==> src/rtl/telemetry_frame_tx.sv <==
// telemetry_frame_tx
// Serial telemetry framer with a built-in UART-style serializer. A start
// request snapshots the payload and sends SOF, each field, an optional XOR
// checksum, and EOF. Each character is a start bit, DATA_BITS data bits
// (LSB first), a parity bit and a stop bit.
//
// Handshake: start is a request that is only looked at in IDLE. The edge that
// accepts it also captures fields/checksum_en. busy is high from the next
// cycle until the final stop bit has been sent. done is a one-cycle pulse in
// the cycle after that stop bit, and busy is already low in that cycle.
// Requests that arrive while busy, or during the done cycle, are dropped.
module telemetry_frame_tx #(
    parameter int N_FIELDS   = 5,
    parameter int DATA_BITS  = 7,
    parameter int BAUD_DIV   = 434,
    parameter int PARITY_ODD = 1,
    parameter logic [DATA_BITS-1:0] SOF_CHAR = DATA_BITS'(7'h02),
    parameter logic [DATA_BITS-1:0] EOF_CHAR = DATA_BITS'(7'h0A)
) (
    input  logic                          clock,
    input  logic                          reset,
    input  logic                          start,
    input  logic                          checksum_en,
    input  logic [N_FIELDS*DATA_BITS-1:0] fields,
    output logic                          saida_serial,
    output logic                          busy,
    output logic                          done,
    output logic [4:0]                    db_char,
    output logic [2:0]                    db_estado
);

    localparam int BW = (BAUD_DIV > 1) ? $clog2(BAUD_DIV) : 1;
    localparam int DW = $clog2(DATA_BITS);
    localparam logic [BW-1:0] BAUD_LAST = BW'(BAUD_DIV - 1);
    localparam logic [DW-1:0] BIT_LAST  = DW'(DATA_BITS - 1);
    // Index of the last character, with and without the checksum.
    // Without the checksum, this is also the index where the checksum goes
    // when it is present.
    localparam logic [4:0] LAST_NO_CS   = 5'(N_FIELDS + 1);
    localparam logic [4:0] LAST_WITH_CS = 5'(N_FIELDS + 2);

    typedef enum logic [2:0] {
        IDLE      = 3'd0,
        START_BIT = 3'd1,
        DATA      = 3'd2,
        PARITY    = 3'd3,
        STOP      = 3'd4,
        DONE      = 3'd5
    } state_t;

    state_t               state;
    logic [BW-1:0]        baud_cnt;
    logic [DW-1:0]        bit_cnt;
    logic [DATA_BITS-1:0] shreg;

    // Frame snapshot: taken when a request is accepted, so payload changes
    // during the frame cannot tear it.
    logic [DATA_BITS-1:0] snap [N_FIELDS];
    logic                 snap_cs;
    logic [DATA_BITS-1:0] cs_char;

    logic [DATA_BITS-1:0] fields_xor;
    logic [DATA_BITS-1:0] cur_char;
    logic [4:0]           char_last;
    logic                 parity_bit;
    logic                 baud_end;

    assign db_estado = state;
    assign baud_end  = (baud_cnt == BAUD_LAST);
    assign char_last = snap_cs ? LAST_WITH_CS : LAST_NO_CS;

    // XOR of the live payload words; registered as the checksum on accept.
    always_comb begin
        fields_xor = '0;
        for (int i = 0; i < N_FIELDS; i++) begin
            fields_xor = fields_xor ^ fields[i*DATA_BITS +: DATA_BITS];
        end
    end

    // Select the character for the current index from the snapshot.
    always_comb begin
        cur_char = EOF_CHAR;
        if (db_char == 5'd0) begin
            cur_char = SOF_CHAR;
        end else if (db_char <= 5'(N_FIELDS)) begin
            for (int i = 0; i < N_FIELDS; i++) begin
                if (db_char == 5'(i + 1)) begin
                    cur_char = snap[i];
                end
            end
        end else if (snap_cs && (db_char == LAST_NO_CS)) begin
            cur_char = cs_char;
        end
    end

    // Odd parity makes data+parity hold an odd number of ones; even parity
    // makes it hold an even number.
    always_comb begin
        parity_bit = (PARITY_ODD != 0) ? ~(^cur_char) : (^cur_char);
    end

    // Capture the payload, checksum enable and checksum on an accepted request.
    always_ff @(posedge clock) begin
        if (state == IDLE && start) begin
            for (int i = 0; i < N_FIELDS; i++) begin
                snap[i] <= fields[i*DATA_BITS +: DATA_BITS];
            end
            snap_cs <= checksum_en;
            cs_char <= fields_xor;
        end
    end

    // Framing FSM: bit/char sequencing with registered line, busy and done.
    always_ff @(posedge clock) begin
        if (reset) begin
            state        <= IDLE;
            baud_cnt     <= '0;
            bit_cnt      <= '0;
            shreg        <= '0;
            db_char      <= '0;
            saida_serial <= 1'b1;
            busy         <= 1'b0;
            done         <= 1'b0;
        end else begin
            case (state)
                IDLE: begin
                    done <= 1'b0;
                    if (start) begin
                        state        <= START_BIT;
                        busy         <= 1'b1;
                        saida_serial <= 1'b0;
                        baud_cnt     <= '0;
                        db_char      <= '0;
                    end
                end
                START_BIT: begin
                    if (baud_end) begin
                        baud_cnt     <= '0;
                        bit_cnt      <= '0;
                        saida_serial <= cur_char[0];
                        shreg        <= cur_char >> 1;
                        state        <= DATA;
                    end else begin
                        baud_cnt <= baud_cnt + 1'b1;
                    end
                end
                DATA: begin
                    if (baud_end) begin
                        baud_cnt <= '0;
                        if (bit_cnt == BIT_LAST) begin
                            saida_serial <= parity_bit;
                            state        <= PARITY;
                        end else begin
                            bit_cnt      <= bit_cnt + 1'b1;
                            saida_serial <= shreg[0];
                            shreg        <= shreg >> 1;
                        end
                    end else begin
                        baud_cnt <= baud_cnt + 1'b1;
                    end
                end
                PARITY: begin
                    if (baud_end) begin
                        baud_cnt     <= '0;
                        saida_serial <= 1'b1;
                        state        <= STOP;
                    end else begin
                        baud_cnt <= baud_cnt + 1'b1;
                    end
                end
                STOP: begin
                    if (baud_end) begin
                        baud_cnt <= '0;
                        if (db_char == char_last) begin
                            db_char <= '0;
                            busy    <= 1'b0;
                            done    <= 1'b1;
                            state   <= DONE;
                        end else begin
                            db_char      <= db_char + 1'b1;
                            saida_serial <= 1'b0;
                            state        <= START_BIT;
                        end
                    end else begin
                        baud_cnt <= baud_cnt + 1'b1;
                    end
                end
                DONE: begin
                    done  <= 1'b0;
                    state <= IDLE;
                end
                default: begin
                    state <= IDLE;
                end
            endcase
        end
    end

endmodule

==> config.mk <==
export PLATFORM = sky130hd
export DESIGN_NAME = telemetry_frame_tx
export DESIGN_NICKNAME = d
export VERILOG_FILES = /design/src/rtl/telemetry_frame_tx.sv
export SDC_FILE = /design/constraint.sdc
export NUM_CORES = 1
export LEC_CHECK = 0
export ABC_AREA = 1
export BUFFER_PORTS_ARGS = -buffer_cell sky130_fd_sc_hd__buf_2
export CORE_ASPECT_RATIO = 0.6
export CORE_MARGIN = 10
export CORE_UTILIZATION = 50
export CTS_CLUSTER_DIAMETER = 30
export CTS_CLUSTER_SIZE = 8
export DETAILED_ROUTE_END_ITERATION = 8
export HOLD_SLACK_MARGIN = 0.02
export PLACE_DENSITY = 0.7
export SYNTH_ARGS = -nofsm -noshare
export SYNTH_HDL_FRONTEND = slang
export SYNTH_SLANG_ARGS = --single-unit
==> constraint.sdc <==
create_clock -name clock -period 5.1 [get_ports clock]
set_clock_uncertainty 0.1 [all_clocks]
set_input_delay 1.02 -clock clock [delete_from_list [all_inputs] [get_ports clock]]
set_output_delay 1.02 -clock clock [all_outputs]
set_load 0.1 [all_outputs]
==> key figures <==
Setup path
  • CP endpoint kind: flop
  • Critical path type: reg -> reg
  • Worst Path Arrival: 2.90 ns
  • Crit Path Max Fanout: 11
  • Worst Setup Start Kind: flop
  • Worst Path Required: 5.23 ns

Synthesis
  • Main combinational cell family by area after synthesis: simple AND/OR/NAND/NOR gates
  • Syn_nets: 525
  • Simple logic cell fraction of the synthesized area: 0.251
  • Post-synthesis cell type count: 42
  • Warnings from Yosys: 0
  • Seq cells post-synth: 72
  • Fraction of registers with async set/reset: 0
  • Sequential fraction of the synthesis area: 0.474
  • Post-Synth Adder-Cell Area: 0.0254
  • Number of synthesized flops with an enable pin: 43
  • Syn Area/Cell: 8.26 um2
  • Primary FF master, synth: edfxtp_1
  • Post-synthesis xor/xnor area fraction: 0.0688
  • Post-synthesis compound-gate area fraction: 0.0983
  • Synth Instances: 478
  • Multiplexer share of the synthesized area: 0
  • Mapped cell area: 3950 um2

Final layout
  • Layout Nets: 581
  • Filler Cell Count: 671
  • # diodes: 0
  • Commonest non-fill, non-tap cell in the layout: nand2_1
  • Final cell count without fillers: 643
  • Layout cell share with drive strength beyond 1: 0.191
  • Commonest cells after routing, fill and taps aside: nand2_1 (118), inv_1 (66), buf_2 (49)
  • Area grow syn2layout: 16.5%

Die
  • Row count: 24
  • Die H: 88.8 um
  • Starting Density: 0.528
  • Core area: 7480 um2
  • Boundary Pins: 50
  • Die extent in x: 135 um
  • Die area: 12000 um2

Timing
  • Final Hold Fails: 0
  • Setup TNS: 0 ns
  • Slew margin rel.: 0.617
  • Final-report max-slew violation count: 0
  • Fmax: 361 MHz
  • Tcrit/Tclk final: 0.543
  • Slew @ Worst Pin: 0.570 ns
  • Final setup viols: 0
  • RSZ-0062 raised after global routing: no
  • Fin crit period: 2.77 ns

Run status
  • Status: completed

Global route
  • Initial antenna violation count: 0
  • Largest net degree at the start of global routing: 46
  • Vias in the first global route: 3079
  • Global-route wire length before repair: 15.2 mm
  • GRT overflow: 0
  • GRT Total Usage: 0.161

Detailed routing
  • Drt wl/cell: 14.3 um
  • Via count: 3304
  • Routed WL: 9.21 mm
  • Pre-antenna DRT Iters: 6
  • Remaining antenna violation count: 0
  • Remaining design rule violation count: 0
  • Via-to-Cell Ratio: 5.14
  • DR iter-0 viols: 375

Clock tree
  • Clk pin slew, worst setup/hold paths: 0.06 ns
  • Worst skew pair latency: 0.34 ns
  • # hold bufs at CTS: 0
  • Cts bufs inserted: 9
  • Num Clock Sinks: 72
  • CTS tree: built
  • Resize count post-CTS: 0
  • Longest Clk Path Bufs: 2
  • Root buffer cell: clkbuf_16
  • H-tree Lvls: 3
  • Post-CTS Setup Bufs: 0

Placement
  • Number of cells after detailed placement: 627
  • I/O Buffers: 49
  • Hpwl dp: 6.89 mm
  • Routability cong.: 0.880

Pwr
  • VDD IR max: 0.253 mV
  • Power Dens Cells: 493 nW/um2
  • Leak pwr: 1.99 nW

Run
  • Maxcap violations: 0

Worst hold path
  • Worst min path class: reg -> reg
-- final timing paths --
kind,start,cells past startpoint,end,slack (ns)
worst max-delay path,db_char[0]$_SDFFE_PP0P_,18,saida_serial$_SDFFE_PP1P_,2.33
worst max register to register,db_char[0]$_SDFFE_PP0P_,18,saida_serial$_SDFFE_PP1P_,2.33
worst min-delay path,shreg[5]$_SDFFE_PP0P_,2,shreg[5]$_SDFFE_PP0P_,0.38
worst min register to register,shreg[5]$_SDFFE_PP0P_,2,shreg[5]$_SDFFE_PP0P_,0.38
-- Yosys cell counts (2+ instances only) --
cell	count	area share
ha_1	8	0.025
nor2_2	2	0.0032
inv_2	10	0.0095
buf_6	2	0.0057
xnor2_1	15	0.033
o211ai_1	2	0.0038
o21ai_0	11	0.014
o21ai_1	6	0.0076
nor2_1	37	0.035
nand3_1	33	0.042
inv_1	66	0.063
dfxtp_1	29	0.15
a31oi_1	2	0.0032
a21oi_2	3	0.0067
o22ai_1	3	0.0048
nor4_1	2	0.0032
a211oi_1	3	0.0057
nand2_2	6	0.0095
or2_2	2	0.0032
nor3_1	5	0.0063
clkbuf_1	2	0.0019
nand2_1	118	0.11
edfxtp_1	43	0.33
xor2_1	16	0.035
nand4_1	4	0.0063
a21oi_1	28	0.035
nor2_4	2	0.0057
o21ai_2	3	0.0067
nand2_4	2	0.0057
-- routing by layer --
metal	global-route usage	wire length, um	vias up
li1	-	-	1672
met5	0	0	-
met1	0.231	4610	1506
met2	0.223	3730	117
met4	0.0452	77	0
met3	0.0571	797	9
-- cells by family (layout without fill, tap and decap cells) --
kind of cell	after synthesis	after routing
compound gates	65	65
xor+xnor	31	31
simple gates	220	220
fa+ha+maj	8	8
buf+inv	82	143
flops	72	72
-- critical path: stages, from the launching register on --
cell	delay, ns
dfxtp_1	0.48
ha_1	0.22
inv_1	0.05
nor2_1	0.43
nand2_4	0.22
nand2_4	0.20
a21oi_1	0.07
nor2_2	0.12
inv_1	0.05
a21oi_1	0.17
nand2_1	0.10
nand2_1	0.08
nand2_1	0.07
nand2_1	0.06
nand2_1	0.05
nand3_1	0.06
nand2_1	0.05
nand2_1	0.05
nand2_1	0.04
-- sequential cells by signal (all words and copies together) (netlist names), 3 cells and up --
signal / flops
bit_cnt: 3
db_estado: 3
snap: 35
shreg: 6
db_char: 5
cs_char: 7
baud_cnt: 9
-- where the power goes --
group	internal, mW	total (mW)	switching [mW]
Sequential	0.757	0.822	0.0653
Clock	0.378	0.624	0.246
Combinational	0.203	0.821	0.618
-- layout make-up --
cell class	count	area, um2	share of cell area
Sequential cell	72	1870	0.407
Multi-Input combinational cell	324	1760	0.382
Inverter	77	290	0.0631
Timing Repair Buffer	50	253	0.0549
Clock buffer	9	225	0.0490
Tap cell	104	130	0.0283
Clock inverter	7	72.6	0.0158
-- through the flow --
step	setup WS, ns	hold slack [ns]	total power [mW]	util	instance area [um2]
finish	2.33	0.380	2.27	0.615	4600
floorplan	0.805	0.346	1.46	-	3950
global placement	2.23	0.358	1.63	0.575	4300
CTS	2.36	0.380	2.28	0.615	4600
global route	2.00	0.396	2.41	0.615	4600
detailed placement	2.10	0.368	1.65	0.575	4300
No activity file was read; power rests on OpenSTA's default activity.
